## src/rtl/count_disp_pkg.sv

```systemverilog
// Shared types and constants for the stopwatch display path.
package count_disp_pkg;

    typedef enum logic [1:0] {
        IDLE  = 2'd0,
        SHIFT = 2'd1,
        DONE  = 2'd2
    } state_t;

    localparam int         BCD_DIGIT_W = 4;
    localparam logic [3:0] ADD3_THRESH = 4'd5;

endpackage

```

## src/rtl/bcd_add3_digit.sv

```systemverilog
// Double-dabble correction for one BCD digit: add 3 when the digit is 5 or more,
// so that the following left shift carries correctly into the next digit.
module bcd_add3_digit
    import count_disp_pkg::*;
(
    input  logic [3:0] d,
    output logic [3:0] q
);

    // 4-bit wraparound is harmless: inputs never exceed 9, so d+3 stays <= 12.
    always_comb begin
        q = d;
        if (d >= ADD3_THRESH) q = d + 4'd3;
    end

endmodule

```

## src/rtl/count_bcd_decoder.sv

```systemverilog
// Sequential binary-to-BCD converter (double dabble, one input bit per clock)
// with valid/ready handshakes on both the counter and display sides.
module count_bcd_decoder
    import count_disp_pkg::*;
#(
    parameter int BIN_W  = 32,
    parameter int DIGITS = 10
) (
    input  logic                  clk,
    input  logic                  rst,
    input  logic                  in_valid,
    output logic                  in_ready,
    input  logic [BIN_W-1:0]      in_bin,
    output logic                  out_valid,
    input  logic                  out_ready,
    output logic [4*DIGITS-1:0]   out_bcd,
    output logic                  out_overflow
);

    localparam int ACC_W = BCD_DIGIT_W * DIGITS;
    localparam int CNT_W = (BIN_W > 1) ? $clog2(BIN_W) : 1;

    state_t             state, state_nxt;
    logic [BIN_W-1:0]   shreg;
    logic [ACC_W-1:0]   acc;
    logic [ACC_W-1:0]   acc_adj;
    logic [CNT_W-1:0]   cnt;
    logic               ovf;

    // Per-digit add-3 correction applied to the whole accumulator each SHIFT cycle.
    for (genvar g = 0; g < DIGITS; g++) begin : g_digit
        bcd_add3_digit u_add3 (
            .d (acc[g*BCD_DIGIT_W +: BCD_DIGIT_W]),
            .q (acc_adj[g*BCD_DIGIT_W +: BCD_DIGIT_W])
        );
    end

    // State register.
    always_ff @(posedge clk or posedge rst) begin
        if (rst) state <= IDLE;
        else     state <= state_nxt;
    end

    // Next-state and handshake outputs; DONE returns to IDLE without accepting,
    // so back-to-back conversions always see one IDLE cycle in between.
    always_comb begin
        state_nxt = state;
        in_ready  = 1'b0;
        out_valid = 1'b0;
        case (state)
            IDLE: begin
                in_ready = 1'b1;
                if (in_valid) state_nxt = SHIFT;
            end
            SHIFT: begin
                if (cnt == '0) state_nxt = DONE;
            end
            DONE: begin
                out_valid = 1'b1;
                if (out_ready) state_nxt = IDLE;
            end
            default: state_nxt = IDLE;
        endcase
    end

    // Shift datapath: load on accept, correct-then-shift while converting, hold otherwise.
    always_ff @(posedge clk or posedge rst) begin
        if (rst) begin
            shreg <= '0;
            acc   <= '0;
            cnt   <= '0;
            ovf   <= 1'b0;
        end else begin
            case (state)
                IDLE: begin
                    if (in_valid) begin
                        shreg <= in_bin;
                        acc   <= '0;
                        ovf   <= 1'b0;
                        cnt   <= CNT_W'(BIN_W - 1);
                    end
                end
                SHIFT: begin
                    acc   <= {acc_adj[ACC_W-2:0], shreg[BIN_W-1]};
                    shreg <= shreg << 1;
                    // A bit leaving the top digit means the value needs more digits.
                    ovf   <= ovf | acc_adj[ACC_W-1];
                    if (cnt != '0) cnt <= cnt - CNT_W'(1);
                end
                default: ;
            endcase
        end
    end

    assign out_bcd      = acc;
    assign out_overflow = ovf;

endmodule

```

## config.mk

```make
export PLATFORM = sky130hd
export DESIGN_NAME = count_bcd_decoder
export DESIGN_NICKNAME = d
export VERILOG_FILES = /design/src/rtl/count_disp_pkg.sv /design/src/rtl/bcd_add3_digit.sv /design/src/rtl/count_bcd_decoder.sv
export SDC_FILE = /design/constraint.sdc
export NUM_CORES = 1
export LEC_CHECK = 0
export BUFFER_PORTS_ARGS = -buffer_cell sky130_fd_sc_hd__buf_2
export CORE_UTILIZATION = 30
export CTS_CLUSTER_DIAMETER = 100
export DETAILED_ROUTE_END_ITERATION = 8
export GPL_ROUTABILITY_DRIVEN = 0
export GPL_TIMING_DRIVEN = 1
export PLACE_DENSITY_LB_ADDON = 0.12
export REMOVE_ABC_BUFFERS = 1
export SLEW_MARGIN = 20
export SYNTH_ARGS = -nofsm -noshare
export SYNTH_HDL_FRONTEND = slang
export SYNTH_SLANG_ARGS = --single-unit
export TNS_END_PERCENT = 20
```

## constraint.sdc

```tcl
create_clock -name clk -period 3.4 [get_ports clk]
set_input_delay 0.68 -clock clk [delete_from_list [all_inputs] [get_ports clk]]
set_output_delay 0.68 -clock clk [all_outputs]
set_load 0.01 [all_outputs]
```

; ---- Word level (Yosys, flattened, before mapping)
; Cells that the tools add are included.
[classes]
add_sub_neg = 11
multipliers = 0
div = 0
magnitude_cmp = 10
n_eq_ne = 6
shift = 0
mux = 25
n_bitwise = 1
reduce_logical = 7
[ops]
columns = cell, n
row1 = one-hot mux 40 bit (2 select lines), 1
row2 = one-hot mux 32 bit (2 select lines), 1
row3 = "adder 4 x 2 -> 4 bit, second input constant", 10
row4 = "greater-or-equal comparator 4 x 3 -> 1 bit, second input constant", 10
row5 = two-way mux 4 bit, 10
row6 = two-way mux 40 bit, 1
row7 = two-way mux 32 bit, 1
row8 = two-way mux 5 bit, 2
row9 = one-hot mux 5 bit (2 select lines), 1
row10 = "inequality test 2 bit, second input constant", 4
row11 = two-way mux 2 bit, 3
row12 = one-hot mux 2 bit (3 select lines), 1
row13 = AND reduction 3 bit, 2
row14 = zero test 5 bit, 1
row15 = nonzero test 5 bit, 1
row16 = "subtractor 5 x 1 -> 5 bit, second input constant", 1
row17 = two-way mux 1 bit, 3
row18 = "== test 2 x 1 -> 1 bit, second input constant", 1
row19 = "== test 2 bit, second input constant", 1
row20 = zero test 2 bit, 1
row21 = one-hot mux 1 bit (2 select lines), 1
row22 = AND reduction 2 bit, 1
row23 = nonzero test 2 bit, 1
row24 = OR 1 bit, 1
[totals]
reg_bits = 80
latchBits = 0
ram_bits = 0
mem_bits_ro = 0
in_bits = 36
output_inout_bits = 43
elab_cells = 65
n_memories = 0

; ---- Logic depth before layout (Yosys ltp)
[depth]
ltp_word = 4
ltp_mapped = 6
mapped_depth_nobuf = 5

; ---- Modules after synthesis
; From an unflattened synthesis, not the netlist that was laid out.
[hier_totals]
cells_unflattened = 514
area_unflattened_um2 = 4344.2
[by_module_without_submodules]
columns = module, instances, cells_per_inst, area_each_um2, seq_area_each_um2
row1 = count_bcd_decoder, 1, 354, 3330.7, 2001.9
row2 = bcd_add3_digit, 10, 16, 101.3, 0.0

; ---- Worst setup path after synthesis
; Ideal clock, no wire load.
[synth_timing]
kind = register to register
from = reg cnt[0]
to = reg cnt[3]
setup_time_ns = 0.146
arrival_time_ns = 1.304
required_ns = 3.254
setup_slack_ns = 1.950
stages_incl_launch_ff = 6
path_buffers = 0
synth_period_minus_slack_ns = 1.450
cell_sequence = dfrtp_1 inv_1 ha_1 or3b_1 o21ai_2 o311ai_0
[synth_via]
elab_chain_len = 3
word_cells_on_any_way = 6
classes_between = add/sub: 1 / eq/ne: 1 / mux: 2 / reduce/logical: 2
[synth_rtl]
columns = item, line_no
row1 = start: declaration, count_bcd_decoder.sv:27  ; logic [CNT_W-1:0] cnt;
row2 = start signal: assignment, count_bcd_decoder.sv:80  ; cnt <= CNT_W'(BIN_W - 1);
row3 = start signal: assignment, count_bcd_decoder.sv:88  ; if (cnt != '0) cnt <= cnt - CNT_W'(1);
row4 = subtractor 5 x 1 -> 5 bit or nonzero test 5 bit (tied branches), count_bcd_decoder.sv:88
row5 = two-way mux 5 bit or inequality test 2 bit (tied branches), -
row6 = one-hot mux 5 bit (2 select lines) or AND reduction 3 bit (tied branches), -
; Several ways; a longest one is shown, not always the timed one. The select of a mux whose other input is x is not followed.
; A chain may end at the register's enable or synchronous reset.

; ---- Final worst setup path
[layout_timing]
from = reg state[0]
to = reg acc[6], in the netlist out_bcd[6]
[layout_via]
elab_chain_len = 3
word_cells_on_any_way = 6
classes_between = eq/ne: 2 / mux: 1 / reduce/logical: 3
[layout_rtl]
columns = item, line_no
row1 = start: declaration, count_bcd_decoder.sv:23  ; state_t state, state_nxt;
row2 = start signal: assignment, count_bcd_decoder.sv:41  ; else state <= state_nxt;
row3 = == test 2 x 1 -> 1 bit or zero test 2 bit (tied branches), count_bcd_decoder.sv:74  ; case (state)
row4 = nonzero test 2 bit (no source line) or inequality test 2 bit (tied branches), -
row5 = AND reduction 2 bit (no source line), -
row6 = end signal: assignment, count_bcd_decoder.sv:84  ; acc <= {acc_adj[ACC_W-2:0], shreg[BIN_W-1]};
row7 = end: declaration, count_bcd_decoder.sv:25  ; logic [ACC_W-1:0] acc;
; Several ways; a longest one is shown, not always the timed one.

==> flow_summary.yaml <==
cells_and_area:
  final_cell_count_no_fill: 709
  drive_gt1_share_pct: 20.6
  diodes: 0
  area_growth_pct: 19.6
  fin_nets: 581
logic_synthesis:
  synth_area_leaders: "dfrtp_1 46%, nand2_1 7.4%, ha_1 6.1%"
  synth_ff_type: "dfrtp_1"
  synth-seq-cells: 80
  syn_inst: 455
  yosysTopAreaCellShare_pct: 46.2
  seq_area_frac_synth_pct: 46.2
  synthTopCellsByCount: "85 x nand2_1, 80 x dfrtp_1, 44 x inv_1"
  synth_edf_count: 0
  postSynth.asyncResetShare_pct: 100
  synth.largest_area_cell: "dfrtp_1"
  netlist_area_sq_mm: 0.00433
  yosysUniqueCellTypes: 37
  avgSynthCellArea_sq_um: 9.53
  yosys_warnings: 0
  synth.most_common_cell: "nand2_1"
timing:
  setup_violations: 0
  relSlewSlack_pct: 39.2
  setup_tns_ns: 0
  finClkSkew_ns: 0.00398
  rsz0062_at_grt: "no"
  worst_slew_pin_slew_ns: 0.913
  post-route-period-util_pct: 57.9
  period_needed_ns: 1.97
  setup_ws_ns: 1.43
  clock.fmax_ghz: 0.508
  hold_viol_final: 0
  maxSlewViolCount: 0
floorplanning:
  start_util_pct: 31.0
  rows: 43
  io_pins: 79
  die-area_sq_mm: 0.0149
  dieHeight_microns: 122
  core_sq_mm: 0.0140
  dieWidth_microns: 122
status:
  status: "finished clean"
global_routing:
  grt_util_all_layers_pct: 14.8
  grt_pass1_vias: 3476
  grt_pass1_wl_microns: 17300
  grt-ovfl-total: 0
  antenna_found_initial: 0
  grt_max_degree: 55
worst_hold_path:
  hold_class: "in2async"
worst_setup_path:
  crit_chain: "nor2b_4 -> buf_12 -> o2111ai_1 -> o311ai_2"
  cp_max_fo: 41
  startpoint_type: "flop"
  rr_worst_depth: 4
  cp.arrival_ns: 2.19
  cpPeakStageDelay_ns: 0.74
  crit_required_ns: 3.63
  crit_type: "reg2reg"
  endpoint_kind: "flop"
  cp_slowest_cell: "nor2b_4"
cts:
  path_clk_slew_ns: 0.06
  cts_htree_levels: 3
  cts_buffers: 9
  insertion_delay_ns: 0.33
  root_buffer: "clkbuf_16"
  postCtsSetupRepairBufs: 0
  cts_resized: 0
  clock-sinks: 80
  cts_buffer_depth: 2
  hold_buffers: 0
  cts_tree: "yes"
routing:
  drt_pass1_iterations: 5
  via_count: 3647
  drc: 0
  via_per_inst: 5.14
  drt-total-wl_microns: 10500
  ant_nets: 0
  wire_per_inst_microns: 14.8
  drt_iter0_markers: 162
placed_design:
  portBuffers: 78
  dp_hpwl_microns: 7060
  dp.cells: 693
  place_ws_ns: 1.28
flow_run:
  maxCapViolCount: 0
pwr:
  power.density_mw_per_mm2: 1030
  p_leak_nw: 2.41
  ir_drop_mv: 0.355
## metrics by stage
step                util (%)  hold slack, ns  power (mW)  instance area, sq um
finish                  37.1           0.440        5.35                  5180
global route            37.1           0.520        5.82                  5180
CTS                     37.1           0.476        5.44                  5180
detailed placement      34.7           0.474        4.33                  4850
global placement        34.7           0.472        4.28                  4850
floorplan                  -           0.450        3.51                  4150
## metal layers
metal | GRT usage [%] | part of all wire (%) | wire (microns) | vias to the layer above
met1 | 19.8 | 46 | 4850 | 1800
met4 | 4.65 | 1.4 | 144 | 0
met5 | 0 | 0 | 0 | -
met2 | 23.7 | 48 | 5070 | 57
met3 | 3.46 | 4.2 | 437 | 10
li1 | - | - | - | 1780
## cell type report
| class | instances | area [sq um] |
|---|---|---|
| Sequential cell | 80 | 2000 |
| Inverter | 44 | 166 |
| Multi-Input combinational cell | 304 | 1990 |
| Clock inverter | 4 | 76.3 |
| Fill cell | 1449 | 8800 |
| Clock buffer | 12 | 256 |
| Timing Repair Buffer | 85 | 468 |
| Tap cell | 180 | 225 |
## power breakdown
part	internal, mW	switching, mW	total (mW)
combinational	1.05	1.42	2.47
sequential	1.42	0.397	1.81
clock	0.685	0.387	1.07
## layout by cell type, fill, tap and decap left out, drive strengths merged
master,count
nand2,85
buf,85
dfrtp,80
inv,43
nor2,33
a31oi,31
ha,21
o2111ai,20
o21ai,16
nor2b,12
clkbuf,12
o31ai,11
o311ai,11
o21a,10
xnor2,10
o32ai,10
o221ai,10
a32o,10
bufinv,2
nand2b,2
clkinv,2
and3b,1
a21oi,1
o21bai,1
or3b,1
o21ba,1
nor3b,1
a22o,1
mux2i,1
o211a,1
nor4b,1
a211o,1
or3,1
clkinvlp,1
## cells by family after synthesis
logic type,count (synthesis),synth area share (%)
flops,80,46.2
buf+inv,71,8.08
simple gates,137,13.3
xor+xnor,10,2.02
compound gates,135,24.1
fa+ha+maj,21,6.06
mux,1,0.231
## sequential cells by signal (all words and copies together) (netlist names)
register      flops
out_bcd          40
shreg            32
cnt               5
state             2
out_overflow      1
## critical path, delay by kind of cell, from the launching register on
kind,cells,cell delay [ns]
buf+inv,1,0.31
simple gates,1,0.74
flops,1,0.51
compound gates,2,0.27
## worst paths after layout
kind	slack, ns	endpoint	start
max	1.43	out_bcd[6]$_DFFE_PP0P_	state[0]$_DFFE_PP0P_
min	0.44	shreg[15]$_DFFE_PP0P_	rst
max reg2reg	1.43	out_bcd[6]$_DFFE_PP0P_	state[0]$_DFFE_PP0P_
min reg2reg	0.48	shreg[31]$_DFFE_PP0P_	shreg[31]$_DFFE_PP0P_
max in group asynchronous	2.28	out_bcd[22]$_DFFE_PP0P_	rst
min in group clk	0.48	shreg[31]$_DFFE_PP0P_	shreg[31]$_DFFE_PP0P_
Power figures use the tool's default switching activity.
